[src/rtl/pf_ddr_iod_lane_dly_ctrl_if.sv]
// Command handshake between DDR PHY training logic and the IOD lane
// delay controller.
interface pf_ddr_iod_lane_dly_ctrl_if #(
   parameter int LANE_W = 1,
   parameter int TAP_W  = 8
);
   logic              CMD_VALID;
   logic              CMD_READY;
   logic [LANE_W-1:0] CMD_LANE;
   logic [1:0]        CMD_OP;
   logic [TAP_W-1:0]  CMD_COUNT;
   logic              CMD_DONE;

   modport master (
      output CMD_VALID, CMD_LANE, CMD_OP, CMD_COUNT,
      input  CMD_READY, CMD_DONE
   );

   modport slave (
      input  CMD_VALID, CMD_LANE, CMD_OP, CMD_COUNT,
      output CMD_READY, CMD_DONE
   );
endinterface

[src/rtl/pf_ddr_iod_lane_dly_ctrl.sv]
// Fabric-side controller for TX-only DDR IOD lanes: registers TX/OE
// nibbles and sequences LOAD/MOVE/DIRECTION for one lane at a time.
module pf_ddr_iod_lane_dly_ctrl #(
   parameter int NUM_LANES     = 2,
   parameter int TAP_W         = 8,
   parameter int TAP_MAX       = 255,
   parameter int TAP_INIT      = 1,
   parameter int SETTLE_CYCLES = 4,
   parameter int PARK_ON_MOVE  = 1,
   localparam int LANE_W = (NUM_LANES > 1) ? $clog2(NUM_LANES) : 1
) (
   input  logic                       FAB_CLK,
   input  logic                       TX_SYNC_RST,
   input  logic [4*NUM_LANES-1:0]     TX_DATA_IN,
   input  logic [4*NUM_LANES-1:0]     OE_DATA_IN,
   output logic [4*NUM_LANES-1:0]     TX_DATA_OUT,
   output logic [4*NUM_LANES-1:0]     OE_DATA_OUT,
   pf_ddr_iod_lane_dly_ctrl_if.slave  cmd,
   output logic [NUM_LANES-1:0]       DELAY_LINE_LOAD,
   output logic [NUM_LANES-1:0]       DELAY_LINE_MOVE,
   output logic [NUM_LANES-1:0]       DELAY_LINE_DIRECTION,
   input  logic [NUM_LANES-1:0]       DELAY_LINE_OUT_OF_RANGE,
   output logic [TAP_W*NUM_LANES-1:0] TAP_VAL,
   output logic [NUM_LANES-1:0]       ERR_OOR,
   input  logic                       ERR_CLR
);

   localparam logic [1:0] OP_LOAD = 2'b00;
   localparam logic [1:0] OP_INC  = 2'b01;
   localparam logic [1:0] OP_DEC  = 2'b10;

   typedef enum logic [2:0] {
      S_IDLE,
      S_LOAD,
      S_MOVE,
      S_SETTLE,
      S_DONE
   } state_t;

   state_t r_state;
   state_t w_next;

   logic [LANE_W-1:0]    r_lane;
   logic                 r_is_load;
   logic [TAP_W-1:0]     r_rem;
   logic [3:0]           r_cnt;
   logic [TAP_W-1:0]     r_tap [NUM_LANES];
   logic [NUM_LANES-1:0] r_dir;
   logic [NUM_LANES-1:0] r_err;
   logic [4*NUM_LANES-1:0] r_tx;
   logic [4*NUM_LANES-1:0] r_oe;

   logic                 w_ready;
   logic                 w_accept;
   logic                 w_lane_ok;
   logic [TAP_W-1:0]     w_tap_cur;
   logic [TAP_W:0]       w_sum;
   logic                 w_is_move;
   logic                 w_rng_bad;
   logic                 w_go_move;
   logic                 w_last;
   logic                 w_oor;
   logic                 w_step_ok;
   logic                 w_busy;
   logic [NUM_LANES-1:0] w_oh_cmd;
   logic [NUM_LANES-1:0] w_oh_act;
   logic [NUM_LANES-1:0] w_err_set;
   logic [NUM_LANES-1:0] w_park_lane;
   logic [4*NUM_LANES-1:0] w_park;

   assign w_ready   = (r_state == S_IDLE) & ~TX_SYNC_RST;
   assign w_accept  = cmd.CMD_VALID & w_ready;
   assign w_lane_ok = 32'(cmd.CMD_LANE) < NUM_LANES;
   assign w_tap_cur = w_lane_ok ? r_tap[cmd.CMD_LANE] : '0;
   assign w_sum     = {1'b0, w_tap_cur} + {1'b0, cmd.CMD_COUNT};
   assign w_is_move = (cmd.CMD_OP == OP_INC) | (cmd.CMD_OP == OP_DEC);

   // Range is checked on the full requested walk, before any strobe.
   assign w_rng_bad = (cmd.CMD_OP == OP_INC)
                    ? (w_sum > (TAP_W+1)'(TAP_MAX))
                    : (cmd.CMD_COUNT > w_tap_cur);
   assign w_go_move = w_is_move & (cmd.CMD_COUNT != '0) & ~w_rng_bad;

   assign w_last    = (r_cnt == 4'(SETTLE_CYCLES - 1));
   assign w_oor     = DELAY_LINE_OUT_OF_RANGE[r_lane];
   assign w_step_ok = (r_state == S_SETTLE) & w_last & ~w_oor;
   assign w_busy    = (r_state == S_LOAD) | (r_state == S_MOVE)
                    | (r_state == S_SETTLE);

   assign w_oh_cmd  = NUM_LANES'(1'b1) << cmd.CMD_LANE;
   assign w_oh_act  = NUM_LANES'(1'b1) << r_lane;

   always_comb begin
      w_next = r_state;
      unique case (r_state)
         S_IDLE: begin
            if (w_accept) begin
               if (!w_lane_ok)
                  w_next = S_DONE;
               else if (cmd.CMD_OP == OP_LOAD)
                  w_next = S_LOAD;
               else if (w_go_move)
                  w_next = S_MOVE;
               else
                  w_next = S_DONE;
            end
         end
         S_LOAD:   w_next = S_SETTLE;
         S_MOVE:   w_next = S_SETTLE;
         S_SETTLE: begin
            if (w_last) begin
               if (w_oor || r_is_load || r_rem == TAP_W'(1))
                  w_next = S_DONE;
               else
                  w_next = S_MOVE;
            end
         end
         S_DONE:   w_next = S_IDLE;
         default:  w_next = S_IDLE;
      endcase
   end

   always_ff @(posedge FAB_CLK) begin
      if (TX_SYNC_RST)
         r_state <= S_IDLE;
      else
         r_state <= w_next;
   end

   always_comb begin
      w_err_set = '0;
      if (w_accept && w_lane_ok && w_is_move
          && cmd.CMD_COUNT != '0 && w_rng_bad)
         w_err_set = w_oh_cmd;
      if (r_state == S_SETTLE && w_last && w_oor)
         w_err_set = w_err_set | w_oh_act;
   end

   // OE parks from the cycle after accept up to and including DONE.
   always_comb begin
      w_park_lane = '0;
      if (PARK_ON_MOVE != 0) begin
         if (w_accept && w_lane_ok)
            w_park_lane = w_oh_cmd;
         else if (w_busy)
            w_park_lane = w_oh_act;
      end
      w_park = '0;
      for (int i = 0; i < NUM_LANES; i++)
         w_park[4*i +: 4] = {4{w_park_lane[i]}};
   end

   always_ff @(posedge FAB_CLK) begin
      if (TX_SYNC_RST) begin
         r_lane    <= '0;
         r_is_load <= 1'b0;
         r_rem     <= '0;
         r_cnt     <= '0;
         r_dir     <= '0;
         r_err     <= '0;
         r_tx      <= '0;
         r_oe      <= '0;
         for (int i = 0; i < NUM_LANES; i++)
            r_tap[i] <= TAP_W'(TAP_INIT);
      end else begin
         r_tx  <= TX_DATA_IN;
         r_oe  <= OE_DATA_IN & ~w_park;
         r_err <= (ERR_CLR ? '0 : r_err) | w_err_set;

         if (r_state == S_LOAD || r_state == S_MOVE)
            r_cnt <= '0;
         else if (r_state == S_SETTLE)
            r_cnt <= r_cnt + 4'd1;

         if (w_accept) begin
            r_lane    <= cmd.CMD_LANE;
            r_is_load <= (cmd.CMD_OP == OP_LOAD);
            r_rem     <= cmd.CMD_COUNT;
            r_dir     <= (r_dir & ~w_oh_cmd)
                       | (w_oh_cmd & {NUM_LANES{cmd.CMD_OP == OP_INC}});
         end

         if (r_state == S_LOAD)
            r_tap[r_lane] <= TAP_W'(TAP_INIT);

         if (w_step_ok && !r_is_load) begin
            r_rem <= r_rem - TAP_W'(1);
            if (r_dir[r_lane])
               r_tap[r_lane] <= r_tap[r_lane] + TAP_W'(1);
            else
               r_tap[r_lane] <= r_tap[r_lane] - TAP_W'(1);
         end

         if (r_state == S_DONE)
            r_dir <= r_dir & ~w_oh_act;
      end
   end

   assign cmd.CMD_READY        = w_ready;
   assign cmd.CMD_DONE         = (r_state == S_DONE);
   assign DELAY_LINE_LOAD      = (r_state == S_LOAD) ? w_oh_act : '0;
   assign DELAY_LINE_MOVE      = (r_state == S_MOVE) ? w_oh_act : '0;
   assign DELAY_LINE_DIRECTION = r_dir;
   assign ERR_OOR              = r_err;
   assign TX_DATA_OUT          = r_tx;
   assign OE_DATA_OUT          = r_oe;

   always_comb begin
      TAP_VAL = '0;
      for (int i = 0; i < NUM_LANES; i++)
         TAP_VAL[TAP_W*i +: TAP_W] = r_tap[i];
   end

endmodule

[src/flat_wrapper.sv]
// flat-port wrapper written by rule: the top's interface ports become plain ports
module pf_ddr_iod_lane_dly_ctrl_flat 
#(
   parameter int NUM_LANES     = 2,
   parameter int TAP_W         = 8,
   parameter int TAP_MAX       = 255,
   parameter int TAP_INIT      = 1,
   parameter int SETTLE_CYCLES = 4,
   parameter int PARK_ON_MOVE  = 1,
   localparam int LANE_W = (NUM_LANES > 1) ? $clog2(NUM_LANES) : 1
)
  (FAB_CLK, TX_SYNC_RST, TX_DATA_IN, OE_DATA_IN, TX_DATA_OUT, OE_DATA_OUT, DELAY_LINE_LOAD, DELAY_LINE_MOVE, DELAY_LINE_DIRECTION, DELAY_LINE_OUT_OF_RANGE, TAP_VAL, ERR_OOR, ERR_CLR, cmd_CMD_VALID, cmd_CMD_LANE, cmd_CMD_OP, cmd_CMD_COUNT, cmd_CMD_READY, cmd_CMD_DONE);
  pf_ddr_iod_lane_dly_ctrl_if #(.TAP_W(TAP_W)) cmd_i ();
  input  logic FAB_CLK;
  input  logic TX_SYNC_RST;
  input  logic [4*NUM_LANES-1:0] TX_DATA_IN;
  input  logic [4*NUM_LANES-1:0] OE_DATA_IN;
  output logic [4*NUM_LANES-1:0] TX_DATA_OUT;
  output logic [4*NUM_LANES-1:0] OE_DATA_OUT;
  output logic [NUM_LANES-1:0] DELAY_LINE_LOAD;
  output logic [NUM_LANES-1:0] DELAY_LINE_MOVE;
  output logic [NUM_LANES-1:0] DELAY_LINE_DIRECTION;
  input  logic [NUM_LANES-1:0] DELAY_LINE_OUT_OF_RANGE;
  output logic [TAP_W*NUM_LANES-1:0] TAP_VAL;
  output logic [NUM_LANES-1:0] ERR_OOR;
  input  logic ERR_CLR;
  input wire logic [$bits(cmd_i.CMD_VALID)-1:0] cmd_CMD_VALID;
  input wire logic [$bits(cmd_i.CMD_LANE)-1:0] cmd_CMD_LANE;
  input wire logic [$bits(cmd_i.CMD_OP)-1:0] cmd_CMD_OP;
  input wire logic [$bits(cmd_i.CMD_COUNT)-1:0] cmd_CMD_COUNT;
  output wire logic [$bits(cmd_i.CMD_READY)-1:0] cmd_CMD_READY;
  output wire logic [$bits(cmd_i.CMD_DONE)-1:0] cmd_CMD_DONE;
  assign cmd_i.CMD_VALID = cmd_CMD_VALID;
  assign cmd_i.CMD_LANE = cmd_CMD_LANE;
  assign cmd_i.CMD_OP = cmd_CMD_OP;
  assign cmd_i.CMD_COUNT = cmd_CMD_COUNT;
  assign cmd_CMD_READY = cmd_i.CMD_READY;
  assign cmd_CMD_DONE = cmd_i.CMD_DONE;
  pf_ddr_iod_lane_dly_ctrl #(.NUM_LANES(NUM_LANES), .TAP_W(TAP_W), .TAP_MAX(TAP_MAX), .TAP_INIT(TAP_INIT), .SETTLE_CYCLES(SETTLE_CYCLES), .PARK_ON_MOVE(PARK_ON_MOVE)) u_core (.FAB_CLK(FAB_CLK), .TX_SYNC_RST(TX_SYNC_RST), .TX_DATA_IN(TX_DATA_IN), .OE_DATA_IN(OE_DATA_IN), .TX_DATA_OUT(TX_DATA_OUT), .OE_DATA_OUT(OE_DATA_OUT), .cmd(cmd_i), .DELAY_LINE_LOAD(DELAY_LINE_LOAD), .DELAY_LINE_MOVE(DELAY_LINE_MOVE), .DELAY_LINE_DIRECTION(DELAY_LINE_DIRECTION), .DELAY_LINE_OUT_OF_RANGE(DELAY_LINE_OUT_OF_RANGE), .TAP_VAL(TAP_VAL), .ERR_OOR(ERR_OOR), .ERR_CLR(ERR_CLR));
endmodule
[config.mk]
export PLATFORM = sky130hd
export DESIGN_NAME = pf_ddr_iod_lane_dly_ctrl_flat
export DESIGN_NICKNAME = d
export VERILOG_FILES = /design/src/rtl/pf_ddr_iod_lane_dly_ctrl_if.sv /design/src/rtl/pf_ddr_iod_lane_dly_ctrl.sv /design/src/flat_wrapper.sv
export SDC_FILE = /design/constraint.sdc
export NUM_CORES = 1
export LEC_CHECK = 0
export BUFFER_PORTS_ARGS = -buffer_cell sky130_fd_sc_hd__buf_4
export CAP_MARGIN = 10
export CORE_MARGIN = 4
export CORE_UTILIZATION = 50
export CTS_CLUSTER_DIAMETER = 120
export DETAILED_ROUTE_END_ITERATION = 10
export GPL_ROUTABILITY_DRIVEN = 0
export GPL_TIMING_DRIVEN = 0
export PLACE_DENSITY_LB_ADDON = 0.15
export SYNTH_ARGS = -nofsm -noshare
export SYNTH_HDL_FRONTEND = slang
export SYNTH_SLANG_ARGS = --single-unit
[constraint.sdc]
create_clock -name FAB_CLK -period 3.75 [get_ports FAB_CLK]
set_clock_uncertainty 0.1 [all_clocks]
set_input_delay 0.75 -clock FAB_CLK [delete_from_list [all_inputs] [get_ports FAB_CLK]]
set_output_delay 0.75 -clock FAB_CLK [all_outputs]
set_load 0.01 [all_outputs]
==> flow_metrics.env <==
export IMPL_num_fill_cells=584
export IMPL_drc=0
export IMPL_power_leakage_nw=1.716
export IMPL_async_flop_share_pct=0
export IMPL_hold_viol=0
export IMPL_critPathArrivalTime_ps=3600
export IMPL_max_freq_mhz=284.1
export IMPL_final_cell_mix="75 x buf_4, 43 x nor2_1, 38 x dfxtp_1, 25 x nand2_1, 24 x ha_1"
export IMPL_drtAntennaViolNets=0
export IMPL_crit_buf_inv=2
export IMPL_grt_overflow=0
export IMPL_yosys_area_share_simple_pct=24.24
export IMPL_cts_tree="done"
export IMPL_yosys_area_share_xor_xnor_pct=2.987
export IMPL_crit_type="primary input to flop"
export IMPL_final_common_cell="buf_4"
export IMPL_synth_compound_area_share_pct=12.26
export IMPL_final_core_util_pct=62.86
export IMPL_grt_pass1_vias=2723
export IMPL_placed_area_mm2=0.003877
export IMPL_grt_max_degree=19
export IMPL_cts_setup_buffers=0
export IMPL_syn_num_nets=414
export IMPL_worst_pin_slew_ps=950.4
export IMPL_core_mm2=0.006314
export IMPL_period_needed_ps=3520
export IMPL_peakVddDrop_uv=212.5
export IMPL_synthFlopType="dfxtp_1"
export IMPL_drt_total_wl_um=8287
export IMPL_grt_pass1_wl_um=13340
export IMPL_cts_resized=0
export IMPL_ctsHoldBuffers=0
export IMPL_slew_headroom_pct=35.83
export IMPL_start_util_pct=51.09
export IMPL_synth_fa_ha_area_share_pct=9.930
export IMPL_clock_latency_ps=320
export IMPL_cts_sinks=54
export IMPL_wire_per_inst_um=16.09
export IMPL_io_pin_count=75
export IMPL_cp_start_kind="primary input"
export IMPL_maxCapViolCount=0
export IMPL_finalNetCount=495
export IMPL_rsz0062_at_grt="no"
export IMPL_syn_area_per_cell_um2=9.061
export IMPL_worstPathCellList="buf_4 > buf_1 > mux2i_1 > ha_1 > nor2b_1 > o211ai_1 > a21oi_1 > o311ai_0 > o41ai_1"
export IMPL_die_h_um=88.32
export IMPL_worstPathRequired_ps=3830
export IMPL_crit_slowest_cell="o311ai_0"
export IMPL_syn_area_mm2=0.003226
export IMPL_end_kind="flop"
export IMPL_synthMuxAreaShare_pct=7.370
export IMPL_synth_edf_count=16
export IMPL_cts_buffers=5
export IMPL_drt_first_pass_iters=5
export IMPL_dpl_hpwl_um=6270
export IMPL_dp_cells=507
export IMPL_seq_area_mm2=0.001241
export IMPL_syn_inst=356
export IMPL_htreeDepth=2
export IMPL_ys_seq_area_share_pct=38.48
export IMPL_critPathTopFamily="compound AO/OA/AOI/OAI gates"
export IMPL_via_per_inst=5.687
export IMPL_p_per_area_mw_per_mm2=381.3
export IMPL_drive_above_1_share_pct=24.20
export IMPL_setup_violations=0
export IMPL_die_w_um=88.32
export IMPL_totalPowerFinal_w=0.001513
export IMPL_fin_crit_sh_pct=93.86
export IMPL_yosysWarnings=0
export IMPL_final_cells=515
export IMPL_ys_seq_elements=54
export IMPL_syn2layout_area_growth_pct=23.04
export IMPL_drtIter0Drc=215
export IMPL_cp_slowest_stage_delay_ps=790
export IMPL_antenna_found_initial=0
export IMPL_synth_distinct_cells=55
export IMPL_root_buffer="clkbuf_8"
export IMPL_rows=29
export IMPL_multi_input_area_mm2=0.001832
export IMPL_path_max_fanout=10
export IMPL_cts_buffer_depth=2
export IMPL_synth_top_family_by_area="simple AND/OR/NAND/NOR gates"
export IMPL_io_buffers=74
export IMPL_clkSlewWorstSetupHoldPaths_ps=110
export IMPL_outcome="completed"
export IMPL_die_area_mm2=0.007800
export IMPL_diodes=0
export IMPL_vias=2929
export IMPL_hp_class="flop to flop"
export IMPL_slew_violations=0
export IMPL_finish_instance_area_mm2=0.003969
export IMPL_grt_usage_pct=21.77
registers in the layout, indices dropped and copies added (netlist names), named ones only:
signal              cells
u_core.r_cnt            4
u_core.r_state          3
u_core.r_lane           1
u_core.r_tap           16
u_core.r_rem            8
u_core.r_is_load        1
u_core.ERR_OOR          2
u_core.TX_DATA_OUT      8
u_core.OE_DATA_OUT      8
synth_stat cells (4+ instances only):
master    count  share of area [%]
or3_1         4               0.78
buf_2         8                1.2
nand2b_1      6                1.2
xor2_1        5                1.4
nor4b_1       4                1.1
and3_1        4               0.78
nand3_1       9                1.4
dfxtp_1      38                 24
mux2_2        6                2.1
o21ai_0      14                2.2
inv_1        21                2.4
a21oi_1      13                2.0
or2_2         4               0.78
nor4_1        4               0.78
nand4_1       7                1.4
nor2b_1      11                2.1
xnor2_1       6                1.6
nand2_1      25                2.9
ha_1         24                9.3
mux2i_1      17                5.3
clkbuf_1      6               0.70
a32oi_1       5                1.4
edfxtp_1     16                 15
and2_1        9                1.7
nor2_1       43                5.0
final cells by class:
type	instances	share of cell area, %
Multi-Input combinational cell	265	46.15
Sequential cell	54	31.27
Timing Repair Buffer	74	14.00
Tap cell	77	2.427
Inverter	21	1.986
Buffer	16	1.860
Clock buffer	5	1.734
Clock inverter	3	0.5675
worst min-delay path: cells and delay by family (launching register included):
family,cells,cell delay (ps)
flops,1,330
simple gates,2,110
logic make-up (layout without fill, tap and decap cells):
logic type,Yosys count,in the layout
AOI/OAI and AO/OA,60,60
xor gates and xnor gates,11,11
adders and majority gates,25,25
buffers and inverters,37,119
DFF,54,54
muxes,23,23
and+or+nand+nor,146,146
where the power goes:
group | internal [W] | switching (W) | total [W]
registers | 0.000657 | 0.0000388 | 0.000696
logic | 0.000209 | 0.000266 | 0.000476
clock network | 0.000135 | 0.000207 | 0.000342
metrics by stage:
step / hold slack, ps / setup TNS (ps) / setup WS, ps
after floorplan: 333.8 / 0 / 804.0
after global placement: 346.1 / -80.51 / -31.66
after detailed placement: 364.5 / -211.5 / -80.58
after CTS: 380.5 / 0 / 242.4
after global routing: 411.2 / 0 / 33.59
final: 379.9 / 0 / 230.3
per-layer routing:
| layer | wire, um | vias to the layer above | GRT usage, % |
|---|---|---|---|
| met2 | 3919 | 125 | 35.42 |
| met1 | 3565 | 1371 | 29.65 |
| li1 | - | 1424 | - |
| met5 | 0 | - | 0 |
| met3 | 668 | 9 | 3.631 |
| met4 | 133 | 0 | 6.731 |
worst paths after layout:
| kind | from | end | slack (ps) | depth (start not counted) |
|---|---|---|---|---|
| max | cmd_CMD_LANE | u_core.ERR_OOR[0] | 230 | 9 |
| min | u_core.r_is_load | u_core.r_is_load | 380 | 2 |
| max reg2reg | flop | u_core.r_tap[0][6] | 890 | 10 |
| min reg2reg | u_core.r_is_load | u_core.r_is_load | 380 | 2 |
Note: power is estimated with default switching activity, not from simulation.
